--- src/rtl/div_ctrl_if.sv ---
// EX-stage divider requester bundle: pipeline side (EX operands, stall, HI/LO write)
// and divider side (start/annul/operands out, result/ready in).
interface div_ctrl_if;
   logic        ex_div_valid_i;
   logic        ex_div_signed_i;
   logic [31:0] ex_reg1_i;
   logic [31:0] ex_reg2_i;
   logic        flush_i;
   logic        stall_o;
   logic        hilo_we_o;
   logic [31:0] hi_o;
   logic [31:0] lo_o;
   logic        div_start_o;
   logic        div_annul_o;
   logic        div_signed_o;
   logic [31:0] div_opdata1_o;
   logic [31:0] div_opdata2_o;
   logic [63:0] div_result_i;
   logic        div_ready_i;

   // master: the controller; slave: pipeline control plus the divider
   modport master (
      input  ex_div_valid_i, ex_div_signed_i, ex_reg1_i, ex_reg2_i, flush_i,
             div_result_i, div_ready_i,
      output stall_o, hilo_we_o, hi_o, lo_o,
             div_start_o, div_annul_o, div_signed_o, div_opdata1_o, div_opdata2_o
   );
   modport slave (
      output ex_div_valid_i, ex_div_signed_i, ex_reg1_i, ex_reg2_i, flush_i,
             div_result_i, div_ready_i,
      input  stall_o, hilo_we_o, hi_o, lo_o,
             div_start_o, div_annul_o, div_signed_o, div_opdata1_o, div_opdata2_o
   );
endinterface

--- src/rtl/div_ctrl.sv ---
// Execute-stage requester for the iterative divider: issues start, stalls EX while the
// divider runs, writes HI/LO for one cycle, and drains the divider after a flush.
module div_ctrl #(
   parameter int DRAIN_CYCLES = 2
) (
   input logic       clk,
   input logic       rst,
   div_ctrl_if.master bus
);
   localparam int CW = (DRAIN_CYCLES < 2) ? 1 : $clog2(DRAIN_CYCLES);

   typedef enum logic [1:0] {IDLE, BUSY, DONE, DRAIN} state_t;

   state_t        state;
   logic          start_q;
   logic          annul_q;
   logic          signed_q;
   logic          hilo_we_q;
   logic [31:0]   op1_q;
   logic [31:0]   op2_q;
   logic [31:0]   hi_q;
   logic [31:0]   lo_q;
   logic [CW-1:0] drain_cnt;
   logic          issue;

   assign issue = bus.ex_div_valid_i & ~bus.flush_i;

   always_ff @(posedge clk) begin
      if (rst) begin
         state     <= IDLE;
         start_q   <= 1'b0;
         annul_q   <= 1'b0;
         signed_q  <= 1'b0;
         hilo_we_q <= 1'b0;
         op1_q     <= '0;
         op2_q     <= '0;
         hi_q      <= '0;
         lo_q      <= '0;
         drain_cnt <= '0;
      end else begin
         annul_q   <= 1'b0;
         hilo_we_q <= 1'b0;
         case (state)
            IDLE: begin
               if (issue) begin
                  signed_q <= bus.ex_div_signed_i;
                  op1_q    <= bus.ex_reg1_i;
                  op2_q    <= bus.ex_reg2_i;
                  start_q  <= 1'b1;
                  state    <= BUSY;
               end
            end
            BUSY: begin
               // A flush wins over a same-cycle result: the killed instruction must not write
               if (bus.flush_i) begin
                  start_q   <= 1'b0;
                  annul_q   <= 1'b1;
                  drain_cnt <= CW'(DRAIN_CYCLES - 1);
                  state     <= DRAIN;
               end else if (bus.div_ready_i) begin
                  hi_q      <= bus.div_result_i[63:32];
                  lo_q      <= bus.div_result_i[31:0];
                  hilo_we_q <= 1'b1;
                  start_q   <= 1'b0;
                  state     <= DONE;
               end
            end
            DONE: state <= IDLE;
            DRAIN: begin
               if (drain_cnt == '0) state <= IDLE;
               else                 drain_cnt <= drain_cnt - 1'b1;
            end
            default: state <= IDLE;
         endcase
      end
   end

   // DONE is the one cycle the instruction leaves EX, so it is never stalled
   assign bus.stall_o = ~rst & ((((state == IDLE) | (state == DRAIN)) & issue) |
                                (state == BUSY));

   assign bus.hilo_we_o     = hilo_we_q & ~bus.flush_i;
   assign bus.hi_o          = hi_q;
   assign bus.lo_o          = lo_q;
   assign bus.div_start_o   = start_q;
   assign bus.div_annul_o   = annul_q;
   assign bus.div_signed_o  = signed_q;
   assign bus.div_opdata1_o = op1_q;
   assign bus.div_opdata2_o = op2_q;
endmodule

--- src/flat_wrapper.sv ---
// flat-port wrapper written by rule: the top's interface ports become plain ports
module div_ctrl_flat 
#(
   parameter int DRAIN_CYCLES = 2
)
  (clk, rst, bus_ex_div_valid_i, bus_ex_div_signed_i, bus_ex_reg1_i, bus_ex_reg2_i, bus_flush_i, bus_div_result_i, bus_div_ready_i, bus_stall_o, bus_hilo_we_o, bus_hi_o, bus_lo_o, bus_div_start_o, bus_div_annul_o, bus_div_signed_o, bus_div_opdata1_o, bus_div_opdata2_o);
  div_ctrl_if bus_i ();
  input logic clk;
  input logic rst;
  input wire logic [$bits(bus_i.ex_div_valid_i)-1:0] bus_ex_div_valid_i;
  input wire logic [$bits(bus_i.ex_div_signed_i)-1:0] bus_ex_div_signed_i;
  input wire logic [$bits(bus_i.ex_reg1_i)-1:0] bus_ex_reg1_i;
  input wire logic [$bits(bus_i.ex_reg2_i)-1:0] bus_ex_reg2_i;
  input wire logic [$bits(bus_i.flush_i)-1:0] bus_flush_i;
  input wire logic [$bits(bus_i.div_result_i)-1:0] bus_div_result_i;
  input wire logic [$bits(bus_i.div_ready_i)-1:0] bus_div_ready_i;
  output wire logic [$bits(bus_i.stall_o)-1:0] bus_stall_o;
  output wire logic [$bits(bus_i.hilo_we_o)-1:0] bus_hilo_we_o;
  output wire logic [$bits(bus_i.hi_o)-1:0] bus_hi_o;
  output wire logic [$bits(bus_i.lo_o)-1:0] bus_lo_o;
  output wire logic [$bits(bus_i.div_start_o)-1:0] bus_div_start_o;
  output wire logic [$bits(bus_i.div_annul_o)-1:0] bus_div_annul_o;
  output wire logic [$bits(bus_i.div_signed_o)-1:0] bus_div_signed_o;
  output wire logic [$bits(bus_i.div_opdata1_o)-1:0] bus_div_opdata1_o;
  output wire logic [$bits(bus_i.div_opdata2_o)-1:0] bus_div_opdata2_o;
  assign bus_i.ex_div_valid_i = bus_ex_div_valid_i;
  assign bus_i.ex_div_signed_i = bus_ex_div_signed_i;
  assign bus_i.ex_reg1_i = bus_ex_reg1_i;
  assign bus_i.ex_reg2_i = bus_ex_reg2_i;
  assign bus_i.flush_i = bus_flush_i;
  assign bus_i.div_result_i = bus_div_result_i;
  assign bus_i.div_ready_i = bus_div_ready_i;
  assign bus_stall_o = bus_i.stall_o;
  assign bus_hilo_we_o = bus_i.hilo_we_o;
  assign bus_hi_o = bus_i.hi_o;
  assign bus_lo_o = bus_i.lo_o;
  assign bus_div_start_o = bus_i.div_start_o;
  assign bus_div_annul_o = bus_i.div_annul_o;
  assign bus_div_signed_o = bus_i.div_signed_o;
  assign bus_div_opdata1_o = bus_i.div_opdata1_o;
  assign bus_div_opdata2_o = bus_i.div_opdata2_o;
  div_ctrl #(.DRAIN_CYCLES(DRAIN_CYCLES)) u_core (.clk(clk), .rst(rst), .bus(bus_i));
endmodule
--- config.mk ---
export PLATFORM = sky130hd
export DESIGN_NAME = div_ctrl_flat
export DESIGN_NICKNAME = d
export VERILOG_FILES = /design/src/rtl/div_ctrl_if.sv /design/src/rtl/div_ctrl.sv /design/src/flat_wrapper.sv
export SDC_FILE = /design/constraint.sdc
export NUM_CORES = 1
export LEC_CHECK = 0
export CAP_MARGIN = 10
export CELL_PAD_IN_SITES_DETAIL_PLACEMENT = 1
export CELL_PAD_IN_SITES_GLOBAL_PLACEMENT = 2
export CORE_MARGIN = 8
export CORE_UTILIZATION = 18
export CTS_CLUSTER_SIZE = 10
export DETAILED_ROUTE_END_ITERATION = 12
export PLACE_DENSITY_LB_ADDON = 0.15
export SLEW_MARGIN = 40
export SYNTH_ARGS = -nofsm -noshare
export SYNTH_HDL_FRONTEND = slang
export SYNTH_SLANG_ARGS = --single-unit
--- constraint.sdc ---
create_clock -name clk -period 1.59 [get_ports clk]
set_input_delay 0.318 -clock clk [delete_from_list [all_inputs] [get_ports clk]]
set_output_delay 0.318 -clock clk [all_outputs]
set_load 0.03 [all_outputs]
### Word level (Yosys, flattened, before mapping)

Index checks and enable logic that the tools add are counted.

* reductions and logical operators: 10
* $add $sub $neg: 1
* bitwise gates (word level): 9
* equal/unequal tests: 7
* multiplexer cells: 14

Operators with widths (count)
* AND reduction 3 bit: 3
* two-way mux 2 bit: 4
* case mux 2 bit (4 select lines): 1
* two-way mux 1 bit: 7
* AND 1 bit: 4
* == test 2 bit (second input constant): 2
* != test 2 bit (second input constant): 2
* case mux 1 bit (2 select lines): 2
* AND reduction 2 bit: 2
* nonzero test 2 bit: 2
* != test 3 bit (second input constant): 1
* inverter 1 bit: 3
* OR reduction 3 bit: 1
* == test 2 x 1 -> 1 bit (second input constant): 1
* logical NOT 2 bit: 1
* != test 2 x 1 -> 1 bit (second input constant): 1
* OR 1 bit: 2
* OR reduction 2 bit: 1
* subtractor 1 bit (second input constant): 1

* word-level logic and storage cells: 51
* output and inout bits: 133
* input bits: 134
* bits in registers: 135

### Longest topological paths before layout

* depth in word-level cells: 5
* depth in mapped cells: 7
* gate-level depth less buffers: 5

### Least setup slack after synthesis

OpenSTA, ideal clock, no wires.

* path type: register to output
* from: register u_core.state[0]
* to: output bus_stall_o
* arrival: 1.299 ns
* stages on the path, launching flop included: 5
* setup slack: -0.027 ns
* required time: 1.272 ns
* path buffers: 0
* path through: dfxtp_1 -> inv_1 -> ha_1 -> o21ba_2 -> nor2_1

* longest elaborated chain between the ends: 5
* elaborated cells between the ends (all ways): 7
* classes of those cells: 2 x eq/ne; 4 x bitwise; 1 x reduce/logical

Ends and longest elaborated chain
* start, declared: line div_ctrl.sv:14 `state_t state;`
* start signal, assigned: line div_ctrl.sv:30 `state <= IDLE;`
* start signal, assigned: line div_ctrl.sv:50 `state <= BUSY;`
* start signal, assigned: line div_ctrl.sv:59 `state <= DRAIN;`
* == test 2 bit / logical NOT 2 bit (equally long branches): line div_ctrl.sv:79 `assign bus.stall_o = ~rst & ((((state == IDLE) | (state == DRAIN)) & issue) |`
* OR 1 bit: line div_ctrl.sv:79
* AND 1 bit: line div_ctrl.sv:79
* OR 1 bit *: line div_ctrl.sv:79
* AND 1 bit *: line div_ctrl.sv:79
* end, declared: line flat_wrapper.sv:17 `output wire logic [$bits(bus_i.stall_o)-1:0] bus_stall_o;`

Every way passes the cells marked *; elsewhere a longest branch is shown, timed or not.

### Final worst setup path

Same ends and word-level chain as after synthesis.

==> flow_summary.ini <==
[run_status]
status = finished with violations
violations = setup timing

[sta]
tightest_slew_ns = 0.476
slew_headroom = 0.683
setup_viol = 1
report.final.slew_viol_count = 0
max_freq_ghz = 0.561
hold_viol = 0
whs_ns = 0.216
final.setup.worst_slack_ns = -0.193
period_needed_ns = 1.78
rsz0062_at_grt = true
fin_crit_sh = 1.12
fin_setup_tns_ns = -0.193
finClkSkew_ns = 0.0114

[worst_setup_path]
cp_slowest_cell = dfxtp_2
crit_path_max_incr_delay_ns = 0.33
r2r_setup_slack_ns = 0.01
cp.required_ns = 1.27
cp.arrival_ns = 1.46
cp-end-kind = primary output
start_kind = register
crit_type = register to primary output
worstPathMaxFanout = 6
path_cells = buf_4 -> ha_4 -> o21ba_4 -> nor2_4 -> buf_12

[logic_synthesis]
synthArstFlopShare = 0
ys_warn_count = 0
synth_cells = 600
netlist.area_leader.share = 0.563
synth-edff-count = 0
yosys-top-cells-area = dfxtp_1 56%, nand2_1 20%, a21oi_1 14%, buf_2 2.7%, clkbuf_1 1.1%
syn_nets = 738
synthTopCellsByCount = 259 x nand2_1, 135 x dfxtp_1, 131 x a21oi_1, 26 x buf_2, 14 x clkbuf_1
avgSynthCellArea_um2 = 8.00
ys.flop_type = dfxtp_1
synth_area_um2 = 4800
yosysMostFrequentCell = nand2_1
synth_cell_type_count = 26
ys_seq_elements = 135
yosys.area.top_type = dfxtp_1
synth.yosys.seq_area_share = 0.563

[drt]
avgRoutedWirePerCell_um = 16.8
drt_wl_total_um = 20400
drt_iter0_markers = 137
firstDrtPassIters = 6
vias = 4991
drc_errors = 0
ant_nets = 0
detail_route.vias_per_cell = 4.11

[power]
powerDensity_nw_per_um2 = 1280
p_leak_nw = 3.59
p_total_mw = 10.9
peakVddDrop_v = 0.000484

[grt]
grt_pass1_vias = 5336
grt_pass1_wl_um = 30600
gr-usage-all-layers = 0.124
grt_start_max_net_pins = 48
antenna_found_initial = 2
grt.overflow.total = 0

[cells_and_area]
layout.nets = 1002
layout-drive-gt1-share = 0.0889
stdcell_count = 1213
area_delta_synth_final_pct = 76.7
fillers = 3087

[die]
design.die.area_um2 = 32200
ioPinCount = 267
dieHeight_um = 179
rows = 59
coreArea_um2 = 26100
initial_core_util = 0.184
die_w_um = 179

[clock_network]
clock-sinks = 135
clockRootBuffer = clkbuf_16
cts_buffer_depth = 2
path_clk_slew_ns = 0.07
cts_tree = built
numCtsBuffers = 17
clk_latency_ns = 0.42
ctsHoldBuffers = 0
h-tree-depth = 4

[placement]
gp_congestion = 0.716
placed_cells = 1175
dp_hpwl_um = 15000
portBuffers = 266

[hold_path]
min_path_type = input port to register

[run]
drv_cap = 0
[placed cells by master (no fill, tap or decap), types with 2 or more instances in the layout]
cell and n:
clkinv_4 5, clkdlybuf4s15_1 2, a21oi_1 131, ha_4 4, clkdlybuf4s50_1 131, dlygate4sd2_1 130
inv_8 3, dfxtp_2 2, nor2_1 4, nand2_1 259, buf_4 16, nand3b_1 2
inv_6 2, and3b_2 3, clkbuf_16 17, buf_12 10, dfxtp_1 133, bufinv_16 2
nand2b_1 3
[worst max-delay path: cells and delay by family (launching register included)]
family                     cells  cell delay, ns
AOI/OAI and AO/OA              1            0.23
DFF                            1            0.33
adders and majority gates      1            0.18
buffers and inverters          2            0.28
and+or+nand+nor                1            0.04
[flip-flops by register name (all words and copies together), names as in the netlist]
register / count
u_core.bus.hi_o: 32
u_core.bus.div_signed_o: 1
u_core.drain_cnt: 1
u_core.hilo_we_q: 1
u_core.bus.lo_o: 32
u_core.bus.div_opdata1_o: 32
u_core.bus.div_opdata2_o: 32
u_core.bus.div_annul_o: 1
u_core.state: 2
u_core.bus.div_start_o: 1
[power breakdown]
part	switching (mW)	internal, mW
sequential	0.158	3.71
clock	1.69	2.40
combinational	1.71	1.23
[area by class of cell]
class	instances	area, µm²	share of cell area
multi-input cells	419	1950	0.230
repair buffers	289	2790	0.329
inverters	2	10.0	0.00118
clock buffers	18	439	0.0518
well taps	335	419	0.0494
flip-flops and latches	135	2710	0.319
clock inverters	14	168	0.0198
diodes	1	2.50	0.000295
[layer usage]
| layer | track usage | vias to the layer above | routed length [µm] |
|---|---|---|---|
| li1 | - | 2465 | - |
| met1 | 0.139 | 2329 | 8500 |
| met2 | 0.203 | 175 | 9450 |
| met3 | 0.0576 | 20 | 2140 |
| met4 | 0.0451 | 2 | 270 |
| met5 | 0 | - | 13 |
[stage by stage]
step	setup slack (ns)	area [µm²]	util
5_1_grt	-0.258	8480	0.325
4_1_cts	-0.255	8440	0.323
2_1_floorplan	0.0398	4800	-
3_5_place_dp	-0.329	7920	0.303
3_3_place_gp	-0.294	7920	0.303
6_report	-0.193	8480	0.325
[logic make-up after synthesis]
group	Yosys count	share of synthesized area
AOI/OAI and AO/OA	135	0.144
adders and majority gates	4	0.0104
buffers and inverters	46	0.0466
DFF	135	0.563
muxes	3	0.00677
and+or+nand+nor	277	0.229
[final timing paths]
kind / startpoint / cells after the start / end
setup / recovery: u_core.state[0] / 5 / bus_stall_o
hold / removal: rst / 2 / u_core.bus.lo_o[19]
setup reg to reg: u_core.state[0] / 5 / u_core.state[0]
hold reg to reg: u_core.bus.hi_o[12] / 2 / u_core.bus.hi_o[12]
[what timing repair did]
action,CTS,global route
hold endpoints to repair,0,0
setup buffers,5,1
endpoints found under the setup margin,137,6
resized for setup,142,8
pin swaps,4,2
(Power assumes the default switching activity.)
